[src/rtl/eclk_bus_sync.sv]
// eclk_bus_sync: runs 6800-style E-clock bus cycles to the CIAs from a one-hot eclk phase vector
module eclk_bus_sync #(
  parameter int DATA_W    = 8,
  parameter int ADDR_W    = 4,
  parameter int VMA_PHASE = 3,
  parameter int WDOG_CYC  = 64
) (
  input  logic              clk_28,
  input  logic              reset,
  input  logic [9:0]        eclk,
  input  logic              req,
  input  logic              we,
  input  logic [ADDR_W-1:0] addr,
  input  logic [DATA_W-1:0] wdata,
  input  logic [DATA_W-1:0] cia_rdata,
  output logic              ack,
  output logic              err,
  output logic [DATA_W-1:0] rdata,
  output logic              busy,
  output logic              e_out,
  output logic              vma,
  output logic              cia_sel,
  output logic              cia_we,
  output logic [ADDR_W-1:0] cia_addr,
  output logic [DATA_W-1:0] cia_wdata
);
  localparam int WW = $clog2(WDOG_CYC + 1);
  typedef enum logic [2:0] {IDLE, ARM, VMA, EHI, DONE} state_t;
  state_t state_q, state_d;
  logic [9:0] eclk_q, ps;
  logic e_q, busy_q, busy_d, vma_q, vma_d, sel_q, sel_d, cwe_q, cwe_d;
  logic we_q, we_d, ack_q, ack_d, err_q, err_d, pulsed_q, tmo;
  logic [ADDR_W-1:0] addr_q, addr_d;
  logic [DATA_W-1:0] wdata_q, wdata_d, rdata_q, rdata_d;
  logic [WW-1:0] wd_q, wd_d;
  assign ps = eclk & ~eclk_q;
  // wd_q counts cycles since the last phase start; a phase start in the limit cycle wins
  assign tmo = (wd_q == WW'(WDOG_CYC - 1)) && !(|ps) && (state_q inside {ARM, VMA, EHI});
  always_comb begin
    state_d = state_q;
    busy_d  = busy_q;
    vma_d   = vma_q;
    sel_d   = sel_q;
    cwe_d   = cwe_q;
    we_d    = we_q;
    addr_d  = addr_q;
    wdata_d = wdata_q;
    rdata_d = rdata_q;
    ack_d   = 1'b0;
    err_d   = 1'b0;
    wd_d    = |ps ? WW'(1) : wd_q + WW'(1);
    case (state_q)
      IDLE: if (req && !pulsed_q) begin
        we_d    = we;
        addr_d  = addr;
        wdata_d = wdata;
        busy_d  = 1'b1;
        wd_d    = WW'(1);
        state_d = ARM;
      end
      ARM: if (ps[VMA_PHASE]) begin
        vma_d   = 1'b1;
        state_d = VMA;
      end
      VMA: if (ps[6]) begin
        sel_d   = 1'b1;
        cwe_d   = we_q;
        state_d = EHI;
      end
      EHI: if (ps[0]) begin
        rdata_d = we_q ? rdata_q : cia_rdata;
        vma_d   = 1'b0;
        sel_d   = 1'b0;
        cwe_d   = 1'b0;
        ack_d   = 1'b1;
        state_d = DONE;
      end
      DONE: begin
        busy_d  = 1'b0;
        state_d = IDLE;
      end
      default: state_d = IDLE;
    endcase
    if (tmo) begin
      vma_d   = 1'b0;
      sel_d   = 1'b0;
      cwe_d   = 1'b0;
      err_d   = 1'b1;
      state_d = DONE;
    end
  end
  always_ff @(posedge clk_28) begin
    if (reset) begin
      state_q  <= IDLE;
      eclk_q   <= '0;
      e_q      <= 1'b0;
      busy_q   <= 1'b0;
      vma_q    <= 1'b0;
      sel_q    <= 1'b0;
      cwe_q    <= 1'b0;
      we_q     <= 1'b0;
      addr_q   <= '0;
      wdata_q  <= '0;
      rdata_q  <= '0;
      ack_q    <= 1'b0;
      err_q    <= 1'b0;
      pulsed_q <= 1'b0;
      wd_q     <= '0;
    end else begin
      state_q  <= state_d;
      eclk_q   <= eclk;
      e_q      <= |eclk[9:6];
      busy_q   <= busy_d;
      vma_q    <= vma_d;
      sel_q    <= sel_d;
      cwe_q    <= cwe_d;
      we_q     <= we_d;
      addr_q   <= addr_d;
      wdata_q  <= wdata_d;
      rdata_q  <= rdata_d;
      ack_q    <= ack_d;
      err_q    <= err_d;
      pulsed_q <= ack_q | err_q;
      wd_q     <= wd_d;
    end
  end
  assign ack       = ack_q;
  assign err       = err_q;
  assign rdata     = rdata_q;
  assign busy      = busy_q;
  assign e_out     = e_q;
  assign vma       = vma_q;
  assign cia_sel   = sel_q;
  assign cia_we    = cwe_q;
  assign cia_addr  = addr_q;
  assign cia_wdata = wdata_q;
endmodule

[config.mk]
export PLATFORM = sky130hd
export DESIGN_NAME = eclk_bus_sync
export DESIGN_NICKNAME = d
export VERILOG_FILES = /design/src/rtl/eclk_bus_sync.sv
export SDC_FILE = /design/constraint.sdc
export NUM_CORES = 1
export LEC_CHECK = 0
export CORE_UTILIZATION = 41
export DETAILED_ROUTE_END_ITERATION = 6
export MAX_ROUTING_LAYER = met4
export PLACE_DENSITY = 0.75
export SLEW_MARGIN = 20
export SYNTH_ARGS = -nofsm -noshare
export SYNTH_HDL_FRONTEND = slang
export SYNTH_SLANG_ARGS = --single-unit
[constraint.sdc]
create_clock -name clk_28 -period 1.8 [get_ports clk_28]
set_input_delay 0.36 -clock clk_28 [delete_from_list [all_inputs] [get_ports clk_28]]
set_output_delay 0.36 -clock clk_28 [all_outputs]
set_load 0.02 [all_outputs]
# After elaboration in Yosys (flattened, before gate mapping)
# Cells that the tools add are included.
word_totals:
  reg_bits: 49
  latchBits: 0
  mem_bits_rw: 0
  mem_bits_ro: 0
  inputBits: 34
  word_cells: 76
  memories: 0
classes:
  addsub: 1
  multipliers: 0
  div_mod_pow: 0
  magnitude_cmp: 0
  n_eq_ne: 13
  shifts: 0
  muxes: 20
  bitwise: 5
  reduce_logical: 21
op_table:
  columns: ["op", "count"]
  rows:
  - ["$mux W7", 3]
  - ["$mux W3", 5]
  - ["$ne A3 B3 Y1 const B", 4]
  - ["$pmux W3 S4", 1]
  - ["$and A10 B10 Y10", 1]
  - ["$not A10 Y10", 1]
  - ["$reduce_or A10 Y1", 1]
  - ["$reduce_and A3 Y1", 3]
  - ["$ne A2 B2 Y1 const B", 4]
  - ["$pmux W1 S2", 4]
  - ["$reduce_and A4 Y1", 2]
  - ["$add A7 B1 Y7 const B", 1]
  - ["$eq A7 B6 Y1 const B", 1]
  - ["$mux W1", 7]
  - ["$eq A3 B2 Y1 const B", 2]
  - ["$reduce_bool A2 Y1", 3]
  - ["$reduce_and A2 Y1", 2]
  - ["$reduce_or A2 Y1", 2]
  - ["$reduce_or A4 Y1", 1]
  - ["$eq A3 B1 Y1 const B", 1]
  - ["$eq A3 B3 Y1 const B", 1]
  - ["$logic_and A1 B1 Y1", 3]
  - ["$logic_not A3 Y1", 1]
  - ["$reduce_bool A3 Y1", 1]
  - ["other kinds (3)", 5]

# Logic depth before layout (Yosys ltp)
depth:
  word_depth: 8
  mapped_depth: 5
  ltp_nobuf: 4

# Worst setup path after synthesis
# Ideal clock, no wire load.
synth_timing:
  kind: "input-to-reg"
  start: "input port eclk[4]"
  end: "register state_q[2]"
  arrival_ns: 1.692
  path_slack_ns: 0.041
  stages: 4
  n_path_buf: 0
  path_cell_list: "nor2b_1 or4_4 or4_4 a21oi_2"
synth_between:
  elab_chain_cells: 7
synth_rtl:
  columns: ["element", "line_no", "rtl"]
  rows:
  - ["start: declaration", "10", "input logic [9:0] eclk,"]
  - ["$and A10 B10 Y10 (*)", "36", "assign ps = eclk & ~eclk_q;"]
  - ["$reduce_or A10 Y1 (*)", "38", "assign tmo = (wd_q == WW'(WDOG_CYC - 1)) && !(|ps) && (state_q inside {ARM, VMA, EHI});"]
  - ["$logic_not A1 Y1 (*)", "38", null]
  - ["$logic_and A1 B1 Y1 (*) (2 in series)", "38", null]
  - ["$ne A3 B3 Y1 (no source line)", null, null]
  - ["$reduce_and A4 Y1 (no source line)", null, null]
  - ["end signal: assignment", "110", "state_q <= state_d;"]
  - ["end: declaration", "29", "state_t state_q, state_d;"]
# Every way passes the cells marked *; elsewhere a longest branch is shown, timed or not.
# A chain may end at the register's enable or synchronous reset.

# Worst setup path after layout
# Ends and elaborated chain as after synthesis.

==> impl_metrics.py <==
metrics = {
    "clock_network": {
        "clock_latency_ns": 0.30,
        "cts_sinks": 49,
        "clockBufferDepth": 2,
        "clk_pin_slew_ns": 0.08,
        "holdBufCountCts": 0,
        "cts_tree": "done",
        "cts_root_buffer": "clkbuf_8",
        "htreeDepth": 2,
        "numCtsBuffers": 5,
    },
    "timing": {
        "hold_ws_ns": 0.299,
        "fmax_ghz": 0.586,
        "worst_slew_pin_slew_ns": 0.484,
        "finalSetupViolCount": 0,
        "fin_crit_sh_pct": 94.8,
        "rsz0062_at_grt": "false",
        "slew_headroom_pct": 67.7,
        "fin_ws_ns": 0.0937,
        "fin_crit_ns": 1.71,
        "maxSlewViolCount": 0,
        "final.setup_skew_ns": 0.00407,
        "tns_ns": 0,
        "finalHoldViolCount": 0,
    },
    "cells_and_area": {
        "drive_above_1_share_pct": 12.0,
        "num_antenna_cells": 0,
        "nNetsFinal": 310,
        "fin_cells": 327,
        "area_delta_synth_final_pct": 45.3,
    },
    "die": {
        "die_w_microns": 69.6,
        "coreArea_sq_um": 4380,
        "ios": 61,
        "die_h_microns": 69.6,
        "start_util_pct": 42.7,
        "dieArea_sq_um": 4840,
        "rows": 24,
    },
    "worst_hold_path": {
        "min_to": "eclk_q[5]$_SDFF_PP0_",
        "worstHoldPathType": "in -> reg",
        "min_from": "eclk[5]",
        "holdPathStages": 2,
    },
    "global_routing": {
        "grt_overflow": 0,
        "grt_pass1_wl_mm": 6.96,
        "track_usage_pct": 18.7,
        "grt_start_max_net_pins": 39,
        "antenna_found_initial": 0,
        "grt_pass1_vias": 1587,
    },
    "critical_path": {
        "arrival_ns": 1.94,
        "critPathTopFamily": "simple AND/OR/NAND/NOR gates",
        "r2r_slack_ns": 0.13,
        "max_stage_delay_ns": 0.56,
        "start_kind": "input pin",
        "cp_max_fo": 4,
        "crit_type": "in -> reg",
        "endpoint_kind": "flop",
        "worstRegToRegCells": 5,
        "rr_endpoint": "state_q[0]$_SDFFE_PP0P_",
        "cpMostUsedCell": "or4_4",
        "r2r-start": "state_q[0]$_SDFFE_PP0P_",
        "crit_chain": "dlygate4sd2_1, nor2b_1, or4_4, or4_4, a21oi_2",
        "crit_slowest_cell": "or4_4",
        "crit_buf_inv": 1,
        "critPathRequiredTime_ns": 2.04,
    },
    "place": {
        "dpl.cell_count": 318,
        "io_buffers": 60,
        "pre_cts_slack_ns": -0.448,
        "place.gp.congestion": 0.776,
        "dp_hpwl_mm": 2.87,
    },
    "synthesis": {
        "synthArstFlopShare_pct": 0,
        "synth_top_area_share_pct": 52.4,
        "ys_seq_elements": 49,
        "yosys.area.top_type": "dfxtp_1",
        "netlist_area_sq_um": 1870,
        "synth_ff_type": "dfxtp_1",
        "synth_edf_count": 0,
        "ys_types": 39,
        "synth_seq_area_share_pct": 52.4,
        "synthTopCellsByArea": "dfxtp_1 (52%), nand2_1 (5.6%), nor2_1 (5.0%)",
        "avgSynthCellArea_sq_um": 9.27,
        "synth_commonest_cells": "dfxtp_1 (49), nand2_1 (28), nor2_1 (25)",
        "yosysWarnings": 0,
        "syn_nets": 237,
        "syn_inst": 202,
        "yosysMostFrequentCell": "dfxtp_1",
    },
    "route": {
        "wl_mm": 4.04,
        "avgRoutedWirePerCell_microns": 12.3,
        "num_vias": 1599,
        "dr.pass1.iters": 4,
        "viasPerCell": 4.89,
        "drt_iter0_markers": 103,
        "drc": 0,
        "antenna_left": 0,
    },
    "power_and_ir_drop": {
        "powerDensity_nw_per_um2": 787,
        "vdd.ir_drop.worst_v": 0.000516,
        "finalPower_mw": 2.14,
        "p_leak_nw": 1.04,
    },
    "run": {
        "drv_cap": 0,
    },
    "outcome": {
        "status": "complete, no violations",
    },
}
state kept, by name, summed over array words and instances (netlist names), 3 cells and up:
name,cells
cia_addr,4
state_q,3
eclk_q,10
rdata,8
wd_q,7
cia_wdata,8
repair_timing:
item                       in CTS  in global routing
hold endpoints to repair        0                  0
gates resized for setup         2                  5
pin swaps                       6                  3
setup buffers                   0                  2
setup endpoints to repair      12                  8
report_power, final:
group / switching, mW / internal [mW] / leakage [nW] / total, mW
Sequential: 0.0329 / 1.13 / 0.401 / 1.16
Clock: 0.337 / 0.305 / 0.0443 / 0.643
Combinational: 0.150 / 0.185 / 0.592 / 0.335
kinds of logic (layout without fill, tap and decap cells):
group	after synthesis	after routing	share of synthesized area (%)
multiplexers	9	9	5.48
AO/OA/AOI/OAI	29	29	9.69
XOR/XNOR	5	5	2.34
adder cells (fa/ha/maj)	1	1	0.668
flip-flops	49	49	52.4
AND/OR/NAND/NOR	95	95	26.6
buffers and inverters	14	87	2.81
stage by stage:
stage / utilization (%) / instance area [sq um]
2_1_floorplan: - / 1870
3_3_place_gp: 59.3 / 2600
3_5_place_dp: 59.3 / 2600
4_1_cts: 61.3 / 2690
5_1_grt: 62.0 / 2720
6_report: 62.0 / 2720
placed cells by master, fill, tap and decap left out, drive strengths merged, types with 2 or more instances in the layout:
cell type      count
o21bai             2
dfxtp             49
xnor2              2
clkbuf             7
clkdlybuf4s50     56
nand2             28
nand2b             8
nor2b             12
and3               2
a21oi             18
nor4               3
xor2               3
mux2i              8
o21ai              2
dlymetal6s2s       3
nor3               3
or4                4
buf               15
nor2              25
nand3              4
inv                5
worst max-delay path by stage:
stage                                  startpoint                      end  slack, ns  depth (start not counted)
after floorplan                           eclk[4]  state_q[2]$_SDFFE_PP0P_       0.04                          4
after global placement                    eclk[4]  state_q[2]$_SDFFE_PP0P_      -0.42                          5
after detailed placement                  eclk[3]  state_q[2]$_SDFFE_PP0P_      -0.45                          5
after CTS                                 eclk[5]       wd_q[3]$_SDFF_PP0_       0.01                          5
after global routing      state_q[0]$_SDFFE_PP0P_  state_q[0]$_SDFFE_PP0P_       0.03                          5
final                                     eclk[4]  state_q[2]$_SDFFE_PP0P_       0.09                          5
cell type report:
cell class / instances / area, sq um
Clock buffer: 7 / 86.3
Fill cell: 377 / 1660
Inverter: 5 / 18.8
Multi-Input combinational cell: 139 / 850
Sequential cell: 49 / 981
Tap cell: 52 / 65.1
Timing Repair Buffer: 75 / 719
routing by layer:
layer,vias up,routed length (microns),global-route usage [%]
li1,821,-,-
met1,724,1770,21.2
met2,45,1960,30.7
met3,9,214,5.52
met4,0,91,7.71
met5,-,0,-
Note: power is estimated with default switching activity, not from simulation.
